$ cat src/rtl/hack_run_ctrl.sv
// Run/load controller for the Hack CPU: streams a program image into ROM,
// holds the CPU in reset, then gates execution (run / step / halt / breakpoint).
module hack_run_ctrl #(
  parameter int ROM_AW     = 15,
  parameter int CNT_W      = 32,
  parameter int RST_CYCLES = 2
) (
  input  logic              clock,
  input  logic              reset,
  input  logic [2:0]        cmd,
  input  logic              cmd_valid,
  output logic              cmd_err,
  input  logic [15:0]       ld_data,
  input  logic              ld_valid,
  input  logic              ld_last,
  output logic              ld_ready,
  output logic              rom_we,
  output logic [ROM_AW-1:0] rom_waddr,
  output logic [15:0]       rom_wdata,
  input  logic [ROM_AW-1:0] pc,
  input  logic              bp_en,
  input  logic [ROM_AW-1:0] bp_addr,
  output logic              cpu_reset,
  output logic              cpu_en,
  output logic              halted,
  output logic [2:0]        state,
  output logic [CNT_W-1:0]  cycles
);

  typedef enum logic [2:0] {
    S_IDLE  = 3'd0,
    S_LOAD  = 3'd1,
    S_RSTH  = 3'd2,
    S_RUN   = 3'd3,
    S_PAUSE = 3'd4,
    S_STEP  = 3'd5
  } state_t;

  localparam logic [2:0] CMD_LOAD    = 3'b001;
  localparam logic [2:0] CMD_RUN     = 3'b010;
  localparam logic [2:0] CMD_STEP    = 3'b011;
  localparam logic [2:0] CMD_HALT    = 3'b100;
  localparam logic [2:0] CMD_RESTART = 3'b101;

  state_t              state_q, state_d;
  logic [ROM_AW-1:0]   addr_q, addr_d;
  logic [3:0]          rst_cnt_q, rst_cnt_d;
  logic                bp_skip_q, bp_skip_d;
  logic [CNT_W-1:0]    cycles_q, cycles_d;
  logic                cmd_err_q, cmd_err_d;
  logic                rom_we_q, rom_we_d;
  logic [ROM_AW-1:0]   rom_waddr_q, rom_waddr_d;
  logic [15:0]         rom_wdata_q, rom_wdata_d;
  logic                cpu_reset_q, cpu_reset_d;
  logic                cpu_en_q, cpu_en_d;
  logic                ld_ready_q, ld_ready_d;
  logic                halted_q, halted_d;
  logic [2:0]          state_o_q, state_o_d;
  logic                bp_block;
  logic                en_eff;
  logic                cmd_legal;

  // Breakpoint gate: the CPU must not retire the instruction at bp_addr, so the
  // registered enable is masked as soon as pc reaches it (unless just re-armed).
  always_comb begin
    bp_block  = (state_q == S_RUN) && bp_en && (pc == bp_addr) && !bp_skip_q;
    en_eff    = cpu_en_q && !bp_block;
    cmd_legal = cmd_valid && (cmd >= CMD_LOAD) && (cmd <= CMD_RESTART);
  end

  // Next-state and next-output computation.
  always_comb begin
    state_d     = state_q;
    addr_d      = addr_q;
    rst_cnt_d   = rst_cnt_q;
    bp_skip_d   = bp_skip_q;
    cycles_d    = cycles_q;
    cmd_err_d   = cmd_valid && !cmd_legal;
    rom_we_d    = 1'b0;
    rom_waddr_d = rom_waddr_q;
    rom_wdata_d = rom_wdata_q;

    if (((state_q == S_RUN) || (state_q == S_STEP)) && en_eff && (cycles_q != {CNT_W{1'b1}})) begin
      cycles_d = cycles_q + CNT_W'(1);
    end else begin
      cycles_d = cycles_q;
    end

    case (state_q)
      S_IDLE: begin
        if (cmd_legal) begin
          case (cmd)
            CMD_LOAD: begin
              state_d = S_LOAD;
              addr_d  = {ROM_AW{1'b0}};
            end
            CMD_RESTART: state_d = S_RSTH;
            default:     cmd_err_d = 1'b1;
          endcase
        end else begin
          state_d = S_IDLE;
        end
      end
      S_LOAD: begin
        if (cmd_legal) begin
          cmd_err_d = 1'b1;
        end else begin
          cmd_err_d = cmd_err_d;
        end
        if (ld_valid) begin
          rom_we_d    = 1'b1;
          rom_waddr_d = addr_q;
          rom_wdata_d = ld_data;
          addr_d      = addr_q + ROM_AW'(1);
          if (ld_last) begin
            state_d = S_RSTH;
          end else begin
            state_d = S_LOAD;
          end
        end else begin
          state_d = S_LOAD;
        end
      end
      S_RSTH: begin
        if (cmd_legal) begin
          cmd_err_d = 1'b1;
        end else begin
          cmd_err_d = cmd_err_d;
        end
        if (rst_cnt_q == 4'(RST_CYCLES - 1)) begin
          state_d = S_PAUSE;
        end else begin
          rst_cnt_d = rst_cnt_q + 4'd1;
        end
      end
      // A step cycle retires on this edge, so commands behave as in PAUSE.
      S_PAUSE, S_STEP: begin
        state_d = S_PAUSE;
        if (cmd_legal) begin
          case (cmd)
            CMD_RUN: begin
              state_d   = S_RUN;
              bp_skip_d = 1'b1;
            end
            CMD_STEP: state_d = S_STEP;
            CMD_LOAD: begin
              state_d = S_LOAD;
              addr_d  = {ROM_AW{1'b0}};
            end
            CMD_RESTART: state_d = S_RSTH;
            default:     state_d = S_PAUSE;
          endcase
        end else begin
          state_d = S_PAUSE;
        end
      end
      S_RUN: begin
        bp_skip_d = 1'b0;
        if (bp_block) begin
          state_d = S_PAUSE;
        end else begin
          state_d = S_RUN;
        end
        if (cmd_legal) begin
          case (cmd)
            CMD_HALT:    state_d = S_PAUSE;
            CMD_RESTART: state_d = S_RSTH;
            CMD_RUN:     cmd_err_d = 1'b0;
            default:     cmd_err_d = 1'b1;
          endcase
        end else begin
          cmd_err_d = cmd_err_d;
        end
      end
      default: state_d = S_IDLE;
    endcase

    if ((state_d == S_RSTH) && (state_q != S_RSTH)) begin
      rst_cnt_d = 4'd0;
      cycles_d  = {CNT_W{1'b0}};
    end else begin
      rst_cnt_d = rst_cnt_d;
    end

    cpu_reset_d = (state_d == S_IDLE) || (state_d == S_LOAD) || (state_d == S_RSTH);
    cpu_en_d    = (state_d == S_RSTH) || (state_d == S_RUN) || (state_d == S_STEP);
    ld_ready_d  = (state_d == S_LOAD);
    halted_d    = (state_d == S_IDLE) || (state_d == S_PAUSE) || (state_d == S_STEP);
    if (state_d == S_STEP) begin
      state_o_d = 3'd4;
    end else begin
      state_o_d = state_d;
    end
  end

  // State and output registers.
  always_ff @(posedge clock) begin
    if (reset) begin
      state_q     <= S_IDLE;
      addr_q      <= {ROM_AW{1'b0}};
      rst_cnt_q   <= 4'd0;
      bp_skip_q   <= 1'b0;
      cycles_q    <= {CNT_W{1'b0}};
      cmd_err_q   <= 1'b0;
      rom_we_q    <= 1'b0;
      rom_waddr_q <= {ROM_AW{1'b0}};
      rom_wdata_q <= 16'h0000;
      cpu_reset_q <= 1'b1;
      cpu_en_q    <= 1'b0;
      ld_ready_q  <= 1'b0;
      halted_q    <= 1'b1;
      state_o_q   <= 3'd0;
    end else begin
      state_q     <= state_d;
      addr_q      <= addr_d;
      rst_cnt_q   <= rst_cnt_d;
      bp_skip_q   <= bp_skip_d;
      cycles_q    <= cycles_d;
      cmd_err_q   <= cmd_err_d;
      rom_we_q    <= rom_we_d;
      rom_waddr_q <= rom_waddr_d;
      rom_wdata_q <= rom_wdata_d;
      cpu_reset_q <= cpu_reset_d;
      cpu_en_q    <= cpu_en_d;
      ld_ready_q  <= ld_ready_d;
      halted_q    <= halted_d;
      state_o_q   <= state_o_d;
    end
  end

  assign cmd_err   = cmd_err_q;
  assign ld_ready  = ld_ready_q;
  assign rom_we    = rom_we_q;
  assign rom_waddr = rom_waddr_q;
  assign rom_wdata = rom_wdata_q;
  assign cpu_reset = cpu_reset_q;
  assign cpu_en    = en_eff;
  assign halted    = halted_q;
  assign state     = state_o_q;
  assign cycles    = cycles_q;

endmodule
$ cat config.mk
export PLATFORM = sky130hd
export DESIGN_NAME = hack_run_ctrl
export DESIGN_NICKNAME = d
export VERILOG_FILES = /design/src/rtl/hack_run_ctrl.sv
export SDC_FILE = /design/constraint.sdc
export NUM_CORES = 1
export LEC_CHECK = 0
export CORE_MARGIN = 1.5
export CORE_UTILIZATION = 43
export DETAILED_ROUTE_END_ITERATION = 16
export GPL_ROUTABILITY_DRIVEN = 0
export PLACE_DENSITY = 0.77
export RECOVER_POWER = 100
export SYNTH_ARGS = -nofsm -noshare
export SYNTH_HDL_FRONTEND = slang
export SYNTH_SLANG_ARGS = --single-unit
$ cat constraint.sdc
create_clock -name clock -period 2.3 [get_ports clock]
set_input_delay 0.46 -clock clock [delete_from_list [all_inputs] [get_ports clock]]
set_output_delay 0.46 -clock clock [all_outputs]
set_load 0.03 [all_outputs]
==> impl_metrics.xml, run 1 <==
<?xml version="1.0" encoding="UTF-8"?>
<metrics>
  <group name="run_status">
    <metric name="outcome" unit="">finished with violations</metric>
    <metric name="failed_checks" unit="">setup timing</metric>
  </group>
  <group name="grt">
    <metric name="global_route.usage.met3" unit="%">4.503</metric>
    <metric name="met2_track_demand_over_resource" unit="%">36.55</metric>
    <metric name="grt_busiest_layer" unit="">met2</metric>
    <metric name="globalRouteOverflowTotal" unit="">0</metric>
    <metric name="antenna_violations_before_repair" unit="">0</metric>
    <metric name="maximum_number_of_pins_on_one_net_before_global_route_repair" unit="">37</metric>
    <metric name="via_count_of_the_first_global_routing_pass" unit="">3906</metric>
    <metric name="met1_usage" unit="%">23.72</metric>
    <metric name="grt_usage" unit="%">20.45</metric>
    <metric name="wire_length_of_the_first_global_routing_pass" unit="microns">17210</metric>
  </group>
  <group name="sta">
    <metric name="setup-tns-final" unit="ns">-5.707</metric>
    <metric name="grt_setup_unrepaired" unit="">true</metric>
    <metric name="final_max_slew_viol_count" unit="">0</metric>
    <metric name="period_minus_slack" unit="ns">2.521</metric>
    <metric name="fin_worst_hold_slack" unit="ns">0.4574</metric>
    <metric name="timing.final.hold_violations" unit="">0</metric>
    <metric name="timing.final.setup_violations" unit="">41</metric>
    <metric name="fmax" unit="MHz">396.6</metric>
    <metric name="post-route-worst-setup-slack" unit="ns">-0.2213</metric>
    <metric name="timing.max_slew.rel_slack" unit="%">57.85</metric>
    <metric name="final.setup_skew" unit="ns">0.008817</metric>
    <metric name="worst_pin_slew" unit="ns">0.6323</metric>
    <metric name="fin_crit_sh" unit="%">109.6</metric>
  </group>
  <group name="place">
    <metric name="dp_cells" unit="">790</metric>
    <metric name="placed_cell_area" unit="sq mm">0.005956</metric>
    <metric name="port_buffers" unit="">126</metric>
    <metric name="post_placement_worst_setup_slack" unit="ns">-0.8266</metric>
    <metric name="post-dp-hpwl" unit="microns">8194</metric>
  </group>
  <group name="setup_path">
    <metric name="cp.arrival" unit="ns">2.06</metric>
    <metric name="rr_startpoint" unit="">state_q[2]</metric>
    <metric name="critical-path-top-delay-family" unit="">buffers and inverters</metric>
    <metric name="ordered_list_of_cells_on_the_worst_path" unit="">clkdlybuf4s50_1, xor2_1, or4b_4, nor4_4, buf_4, nor2b_2, buf_6</metric>
    <metric name="worstSetupPathType" unit="">primary input to output pin</metric>
    <metric name="required" unit="ns">1.84</metric>
    <metric name="crit_fanout" unit="">2</metric>
    <metric name="critPathSlowestCell" unit="">sky130_fd_sc_hd__or4b_4</metric>
    <metric name="r2r_cell_count" unit="">10</metric>
    <metric name="rrSetupSlack" unit="ns">-0.16</metric>
    <metric name="worst_path_largest_cell_delay" unit="ns">0.53</metric>
    <metric name="endpoint_kind" unit="">output pin</metric>
    <metric name="timing.critical_path.buf_inv" unit="">3</metric>
    <metric name="start_kind" unit="">primary input</metric>
    <metric name="regToRegEndpoint" unit="">rst_cnt_q[1]</metric>
  </group>
  <group name="floorplan">
    <metric name="die_width" unit="microns">103.5</metric>
    <metric name="io-pin-count" unit="">127</metric>
    <metric name="die-area" unit="sq mm">0.01071</metric>
    <metric name="floorplan.rows" unit="">36</metric>
    <metric name="floorplan.core_area" unit="sq mm">0.009774</metric>
    <metric name="die_h" unit="microns">103.5</metric>
    <metric name="initial_core_util" unit="%">44.42</metric>
  </group>
  <group name="yosys">
    <metric name="post-synth-top-area-cell" unit="">sky130_fd_sc_hd__dfxtp_1</metric>
    <metric name="post_synth_main_area_contributors" unit="">sky130_fd_sc_hd__dfxtp_1 (44%), sky130_fd_sc_hd__xnor2_1 (8.7%), sky130_fd_sc_hd__nand2_1 (7.3%)</metric>
    <metric name="synth_edf_count" unit="">0</metric>
    <metric name="synthSimpleGateAreaFrac" unit="%">30.58</metric>
    <metric name="synth_top_cells_by_count" unit="">sky130_fd_sc_hd__dfxtp_1 (95), sky130_fd_sc_hd__nand2_1 (84), sky130_fd_sc_hd__nor2_1 (58), sky130_fd_sc_hd__a21oi_1 (44), sky130_fd_sc_hd__xnor2_1 (43)</metric>
    <metric name="number_of_synthesized_register_bits" unit="">95</metric>
    <metric name="synth.mux.area_fraction" unit="%">0.2305</metric>
    <metric name="synth_cell_type_count" unit="">53</metric>
    <metric name="synth_cells" unit="">519</metric>
    <metric name="yosys_most_used_dff" unit="">sky130_fd_sc_hd__dfxtp_1</metric>
    <metric name="fraction_of_registers_with_async_set_or_reset_after_synthesis" unit="%">0</metric>
    <metric name="sequential_to_total_area_share_from_yosys_stat" unit="%">43.80</metric>
    <metric name="synth_fp_nets" unit="">578</metric>
    <metric name="ys.warnings.count" unit="">0</metric>
    <metric name="synth_xor_xnor_area_share" unit="%">11.10</metric>
    <metric name="post_synth_instance_area" unit="sq mm">0.004342</metric>
    <metric name="synth.most_common_cell" unit="">sky130_fd_sc_hd__dfxtp_1</metric>
    <metric name="synth-compound-area-share" unit="%">9.510</metric>
    <metric name="yosys.area_share.adder" unit="%">1.153</metric>
    <metric name="synth_top_cell_area_share" unit="%">43.80</metric>
    <metric name="syn_area_per_cell" unit="sq um">8.365</metric>
    <metric name="synth_top_family_by_area" unit="">simple AND/OR/NAND/NOR gates</metric>
  </group>
  <group name="worst_hold_path">
    <metric name="hold_path.class" unit="">register to register</metric>
    <metric name="min_delay_worst_endpoint" unit="">rom_waddr[10]</metric>
    <metric name="hold_path_depth" unit="">2</metric>
    <metric name="hp-start" unit="">rom_waddr[10]</metric>
  </group>
  <group name="pwr">
    <metric name="power_leakage" unit="nW">2.158</metric>
    <metric name="power" unit="mW">3.121</metric>
    <metric name="comb_power_share" unit="%">10.2</metric>
    <metric name="clkPwrFrac" unit="%">36.3</metric>
    <metric name="power_switching" unit="mW">0.7750</metric>
    <metric name="power.ir.vdd_worst" unit="mV">0.3379</metric>
    <metric name="power.switching_fraction" unit="%">24.84</metric>
    <metric name="power_report.internal_total" unit="mW">2.346</metric>
    <metric name="powerDensity" unit="mW/mm^2">504.6</metric>
    <metric name="seqPwrFrac" unit="%">53.5</metric>
  </group>
  <group name="clock_network">
    <metric name="cts_tree" unit="">done</metric>
    <metric name="cts_max_path_buffers" unit="">2</metric>
    <metric name="insertion_delay" unit="ns">0.37</metric>
    <metric name="cts.sinks" unit="">95</metric>
    <metric name="path_clk_slew" unit="ns">0.10</metric>
    <metric name="cts.hold.buffers_added" unit="">0</metric>
    <metric name="cts-buffers-inserted" unit="">9</metric>
    <metric name="clock_tree.root_cell" unit="">sky130_fd_sc_hd__clkbuf_8</metric>
    <metric name="clock_tree.htree_level_count" unit="">3</metric>
  </group>
  <group name="route">
    <metric name="drt_first_pass_iters" unit="">4</metric>
    <metric name="totalWireLength" unit="microns">10790</metric>
    <metric name="detailroute.via_count" unit="">4093</metric>
    <metric name="viasPerCell" unit="">5.072</metric>
    <metric name="iter_0_drt_violations" unit="">172</metric>
    <metric name="drc" unit="">0</metric>
    <metric name="wire_per_inst" unit="microns">13.37</metric>
    <metric name="antenna_violating_nets_post_route" unit="">0</metric>
  </group>
  <group name="final_layout">
    <metric name="finish.cell_count_without_fillers" unit="">807</metric>
    <metric name="layout-drive-gt1-share" unit="%">11.28</metric>
    <metric name="layout.core_utilization" unit="%">63.27</metric>
    <metric name="stdcell_area" unit="sq mm">0.006185</metric>
    <metric name="flow.area_growth_from_synthesis" unit="%">42.45</metric>
    <metric name="antenna_cells" unit="">0</metric>
    <metric name="nNetsFinal" unit="">728</metric>
  </group>
  <group name="flow_run">
    <metric name="cap_violations" unit="">0</metric>
  </group>
</metrics>
[power by group through the flow]
stage	sequential [mW]	clock, mW	combinational (mW)
floorplan	1.73	0	0.130
global placement	1.71	0	0.315
detailed placement	1.71	0	0.324
CTS	1.67	1.16	0.322
global route	1.67	1.22	0.344
finish	1.67	1.13	0.319
[routing by layer]
metal | up-vias | wire length [microns]
li1 | 2084 | -
met1 | 1914 | 4505
met2 | 84 | 5744
met3 | 11 | 402
met4 | 0 | 136
met5 | - | 0
[worst min-delay path, cell delays in order (launching register included)]
cell and delay (ns):
sky130_fd_sc_hd__dfxtp_1 0.32, sky130_fd_sc_hd__nand2_1 0.05, sky130_fd_sc_hd__a21oi_1 0.05
[worst max path at each step]
stage,from,end,slack (ns),cells after the start
floorplan,cycles[0],cycles[14],0.0008,8
global placement,bp_addr[11],cpu_en,-0.78,7
global route,state_q[2],cpu_en,-0.27,7
finish,bp_addr[13],cpu_en,-0.22,7
detailed placement,pc[11],rst_cnt_q[1],-0.83,10
CTS,state_q[2],cpu_en,-0.42,7
[cell type report]
| type | instances | area [sq um] |
|---|---|---|
| flip-flops and latches | 95 | 1909 |
| well taps | 133 | 166.4 |
| inverters | 6 | 22.52 |
| clock inverters | 7 | 81.33 |
| repair buffers | 167 | 1573 |
| fillers | 859 | 3590 |
| multi-input cells | 390 | 2308 |
| clock buffers | 9 | 123.9 |
[cell usage in the layout, fill, tap and decap left out, types with 3 or more instances in the layout]
| cell type | count |
|---|---|
| sky130_fd_sc_hd__a21oi_1 | 44 |
| sky130_fd_sc_hd__nand3_1 | 19 |
| sky130_fd_sc_hd__nand4_1 | 14 |
| sky130_fd_sc_hd__nand3b_1 | 8 |
| sky130_fd_sc_hd__nor2b_1 | 5 |
| sky130_fd_sc_hd__nor4_1 | 4 |
| sky130_fd_sc_hd__ha_1 | 4 |
| sky130_fd_sc_hd__nor3_1 | 15 |
| sky130_fd_sc_hd__clkbuf_8 | 9 |
| sky130_fd_sc_hd__xnor2_1 | 43 |
| sky130_fd_sc_hd__and3b_1 | 4 |
| sky130_fd_sc_hd__xor2_1 | 12 |
| sky130_fd_sc_hd__and3_1 | 9 |
| sky130_fd_sc_hd__inv_1 | 6 |
| sky130_fd_sc_hd__dlygate4sd2_1 | 6 |
| sky130_fd_sc_hd__dfxtp_2 | 6 |
| sky130_fd_sc_hd__clkdlybuf4s50_1 | 119 |
| sky130_fd_sc_hd__clkinvlp_4 | 3 |
| sky130_fd_sc_hd__dfxtp_1 | 89 |
| sky130_fd_sc_hd__nor2_1 | 58 |
| sky130_fd_sc_hd__nor4bb_1 | 3 |
| sky130_fd_sc_hd__o21ai_0 | 8 |
| sky130_fd_sc_hd__buf_4 | 36 |
| sky130_fd_sc_hd__nor3b_1 | 8 |
| sky130_fd_sc_hd__and4_1 | 7 |
| sky130_fd_sc_hd__nand2_1 | 84 |
[cells by family after synthesis]
kind of cell,after synthesis
AOI/OAI and AO/OA,71
muxes,1
buffers and inverters,34
DFF,95
and+or+nand+nor,259
adders and majority gates,4
xor gates and xnor gates,55
[state kept, by name (all words and copies together), names as in the netlist]
signal	flops
addr_q	15
rom_we	1
cpu_en_q	1
cmd_err	1
rom_waddr	15
cycles	32
rom_wdata	16
rst_cnt_q	4
state	3
halted	1
cpu_reset	1
ld_ready	1
state_q	3
bp_skip_q	1
[timing repair]
| item | in CTS | in global routing |
|---|---|---|
| setup buffers | 1 | 0 |
| pin swaps | 6 | 3 |
| gates resized for setup | 15 | 6 |
| setup endpoints to repair | 47 | 47 |
Power figures use the tool's default switching activity.
==> run 2: changes to the inputs <==
- CELL_PAD_IN_SITES_DETAIL_PLACEMENT: default -> 1
- CELL_PAD_IN_SITES_GLOBAL_PLACEMENT: default -> 1
- CORE_UTILIZATION: 43 -> 31
- PLACE_DENSITY: 0.77 -> 0.76
==> run 2 against run 1 <==
- the flow still finishes with violations (setup timing)
- global-route usage down 2.9 points
- die area grew 37%
- first-iteration DRC count decreased by 35%
- maximum frequency is 0.47% higher
- sequential share of layout area down 2.0 points
- total power is 10% higher
- hold slack got worse by 0.0027 ns
- clock skew decreased by 0.00057 ns
- critical path depth up 2
- critical path type is now primary input to register
==> impl_metrics.xml, run 2 (synthesized netlist as in run 1, its figures left out) <==
<?xml version="1.0" encoding="UTF-8"?>
<metrics>
  <group name="place">
    <metric name="post-dp-hpwl" unit="microns">9398</metric>
    <metric name="dp_cells" unit="">838</metric>
    <metric name="port_buffers" unit="">126</metric>
    <metric name="placed_cell_area" unit="sq mm">0.006022</metric>
  </group>
  <group name="setup_path">
    <metric name="critPathSlowestCell" unit="">sky130_fd_sc_hd__or4b_4</metric>
    <metric name="crit_start" unit="">bp_addr[13]</metric>
    <metric name="required" unit="ns">2.53</metric>
    <metric name="endpoint_kind" unit="">register</metric>
    <metric name="worstSetupPathType" unit="">primary input to register</metric>
    <metric name="worst_path_largest_cell_delay" unit="ns">0.53</metric>
    <metric name="rr_startpoint" unit="">state_q[2]</metric>
    <metric name="crit_fanout" unit="">9</metric>
    <metric name="ordered_list_of_cells_on_the_worst_path" unit="">clkdlybuf4s50_1, xor2_1, or4b_4, nor4_4, buf_4, o22a_1, a31o_4, buf_6, nor2_1</metric>
    <metric name="start_kind" unit="">primary input</metric>
    <metric name="cp.arrival" unit="ns">2.74</metric>
  </group>
  <group name="route">
    <metric name="detailroute.via_count" unit="">4296</metric>
    <metric name="wire_per_inst" unit="microns">16.19</metric>
    <metric name="antenna_violating_nets_post_route" unit="">0</metric>
    <metric name="viasPerCell" unit="">4.990</metric>
    <metric name="drc" unit="">0</metric>
    <metric name="iter_0_drt_violations" unit="">111</metric>
    <metric name="drt_first_pass_iters" unit="">4</metric>
    <metric name="totalWireLength" unit="microns">13940</metric>
  </group>
  <group name="sta">
    <metric name="grt_setup_unrepaired" unit="">true</metric>
    <metric name="final.setup_skew" unit="ns">0.008250</metric>
    <metric name="setup-tns-final" unit="ns">-6.905</metric>
    <metric name="final_max_slew_viol_count" unit="">0</metric>
    <metric name="timing.max_slew.rel_slack" unit="%">52.52</metric>
    <metric name="timing.final.hold_violations" unit="">0</metric>
    <metric name="worst_pin_slew" unit="ns">0.7122</metric>
    <metric name="fmax" unit="MHz">398.5</metric>
    <metric name="timing.final.setup_violations" unit="">42</metric>
    <metric name="period_minus_slack" unit="ns">2.509</metric>
    <metric name="fin_crit_sh" unit="%">109.1</metric>
    <metric name="post-route-worst-setup-slack" unit="ns">-0.2094</metric>
  </group>
  <group name="floorplan">
    <metric name="die-area" unit="sq mm">0.01472</metric>
    <metric name="io-pin-count" unit="">127</metric>
    <metric name="floorplan.rows" unit="">43</metric>
    <metric name="initial_core_util" unit="%">31.52</metric>
    <metric name="floorplan.core_area" unit="sq mm">0.01377</metric>
    <metric name="die_width" unit="microns">121.3</metric>
    <metric name="die_h" unit="microns">121.3</metric>
  </group>
  <group name="pwr">
    <metric name="power" unit="mW">3.443</metric>
    <metric name="power.ir.vdd_worst" unit="mV">0.3770</metric>
    <metric name="power_leakage" unit="nW">2.291</metric>
    <metric name="powerDensity" unit="mW/mm^2">519.9</metric>
  </group>
  <group name="clock_network">
    <metric name="cts_tree" unit="">done</metric>
    <metric name="cts.hold.buffers_added" unit="">0</metric>
    <metric name="path_clk_slew" unit="ns">0.06</metric>
    <metric name="clock_tree.htree_level_count" unit="">3</metric>
    <metric name="cts-buffers-inserted" unit="">9</metric>
    <metric name="cts_max_path_buffers" unit="">2</metric>
    <metric name="insertion_delay" unit="ns">0.35</metric>
    <metric name="cts.sinks" unit="">95</metric>
    <metric name="clock_tree.root_cell" unit="">sky130_fd_sc_hd__clkbuf_16</metric>
  </group>
  <group name="final_layout">
    <metric name="multi_input_comb_area" unit="sq mm">0.002490</metric>
    <metric name="final.fill_count" unit="">1612</metric>
    <metric name="nNetsFinal" unit="">737</metric>
    <metric name="sequential_cell_area_in_the_final_layout" unit="sq mm">0.001909</metric>
    <metric name="layout_commonest_cell" unit="">sky130_fd_sc_hd__clkdlybuf4s50_1</metric>
    <metric name="flow.area_growth_from_synthesis" unit="%">52.54</metric>
    <metric name="layout.cells.most_common_list" unit="">sky130_fd_sc_hd__clkdlybuf4s50_1 (113), sky130_fd_sc_hd__dfxtp_1 (89), sky130_fd_sc_hd__nand2_1 (84)</metric>
    <metric name="stdcell_area" unit="sq mm">0.006623</metric>
    <metric name="layout-drive-gt1-share" unit="%">17.03</metric>
    <metric name="antenna_cells" unit="">0</metric>
    <metric name="finish.cell_count_without_fillers" unit="">861</metric>
    <metric name="largest_register_ff_count" unit="">32</metric>
  </group>
  <group name="grt">
    <metric name="grt_usage" unit="%">17.56</metric>
    <metric name="wire_length_of_the_first_global_routing_pass" unit="microns">20810</metric>
    <metric name="via_count_of_the_first_global_routing_pass" unit="">4373</metric>
    <metric name="antenna_violations_before_repair" unit="">0</metric>
    <metric name="globalRouteOverflowTotal" unit="">0</metric>
    <metric name="maximum_number_of_pins_on_one_net_before_global_route_repair" unit="">37</metric>
  </group>
  <group name="run_status">
    <metric name="failed_checks" unit="">setup timing</metric>
    <metric name="outcome" unit="">finished with violations</metric>
  </group>
  <group name="flow_run">
    <metric name="cap_violations" unit="">0</metric>
  </group>
  <group name="worst_hold_path">
    <metric name="hold_path.class" unit="">register to register</metric>
    <metric name="hp-start" unit="">rom_waddr[11]</metric>
  </group>
</metrics>
==> run 2: cell count changes in the layout (fill, tap and decap cells not counted), sizes merged <==
cell	previous run	this run
dlygate4sd3	0	5
clkinvlp	3	2
clkdlybuf4s50	119	113
bufinv	1	0
inv	8	6
buf	39	45
clkinv	1	3
clkbuf	12	15
dlymetal6s2s	0	1
==> run 2: layer usage <==
metal,global-route usage [%],routed length (microns),vias to the layer above
met5,0,0,-
met4,6.397,261,0
met3,3.430,481,19
met2,31.00,7237,80
met1,21.04,5961,2093
li1,-,-,2104
==> run 2: critical path: cells and delay by family <==
family / cells / cell delay (ns)
buffers and inverters: 3 / 0.83
AND/OR/NAND/NOR: 3 / 0.83
XOR/XNOR: 1 / 0.14
AO/OA/AOI/OAI: 2 / 0.47
==> run 2: final cells by class <==
cell class / instances / share of cell area, %
Multi-Input combinational cell: 390 / 37.60
Inverter: 6 / 0.3401
Sequential cell: 95 / 28.83
Timing Repair Buffer: 176 / 25.86
Clock buffer: 9 / 3.401
Tap cell: 180 / 3.401
Clock inverter: 5 / 0.5668
==> run 2: path summary, 6_finish.rpt <==
path / to / slack (ns) / cells past startpoint
max reg2reg: cycles[12] / -0.19 / 9
min: rom_waddr[11] / 0.45 / 2
max: cycles[12] / -0.21 / 9
min reg2reg: rom_waddr[11] / 0.45 / 2
==> run 2: report_power, final <==
group | internal [mW] | switching [mW]
registers | 1.66 | 0.00987
logic | 0.206 | 0.193
clock network | 0.723 | 0.650
total | 2.59 | 0.853
==> run 2: stage by stage <==
step	util (%)	hold slack [ns]	worst slack, ns
detailed placement	43.72	0.4493	-0.7957
floorplan	-	0.4437	0.0007636
global route	48.08	0.4785	-0.2499
CTS	46.21	0.4584	-0.3571
global placement	43.72	0.4430	-0.7698
finish	48.08	0.4547	-0.2094
==> run 2: what timing repair did <==
action,4_1_cts,5_1_grt
setup buffers,4,2
pin swaps,6,24
endpoints found under the setup margin,46,48
cloned,0,6
resized for setup,29,43
==> run 3: changes to the inputs <==
- HOLD_SLACK_MARGIN: default -> 0.1
==> results of run 3 <==
Same layout as run 2: the final DEF is identical, and so are final timing and power.
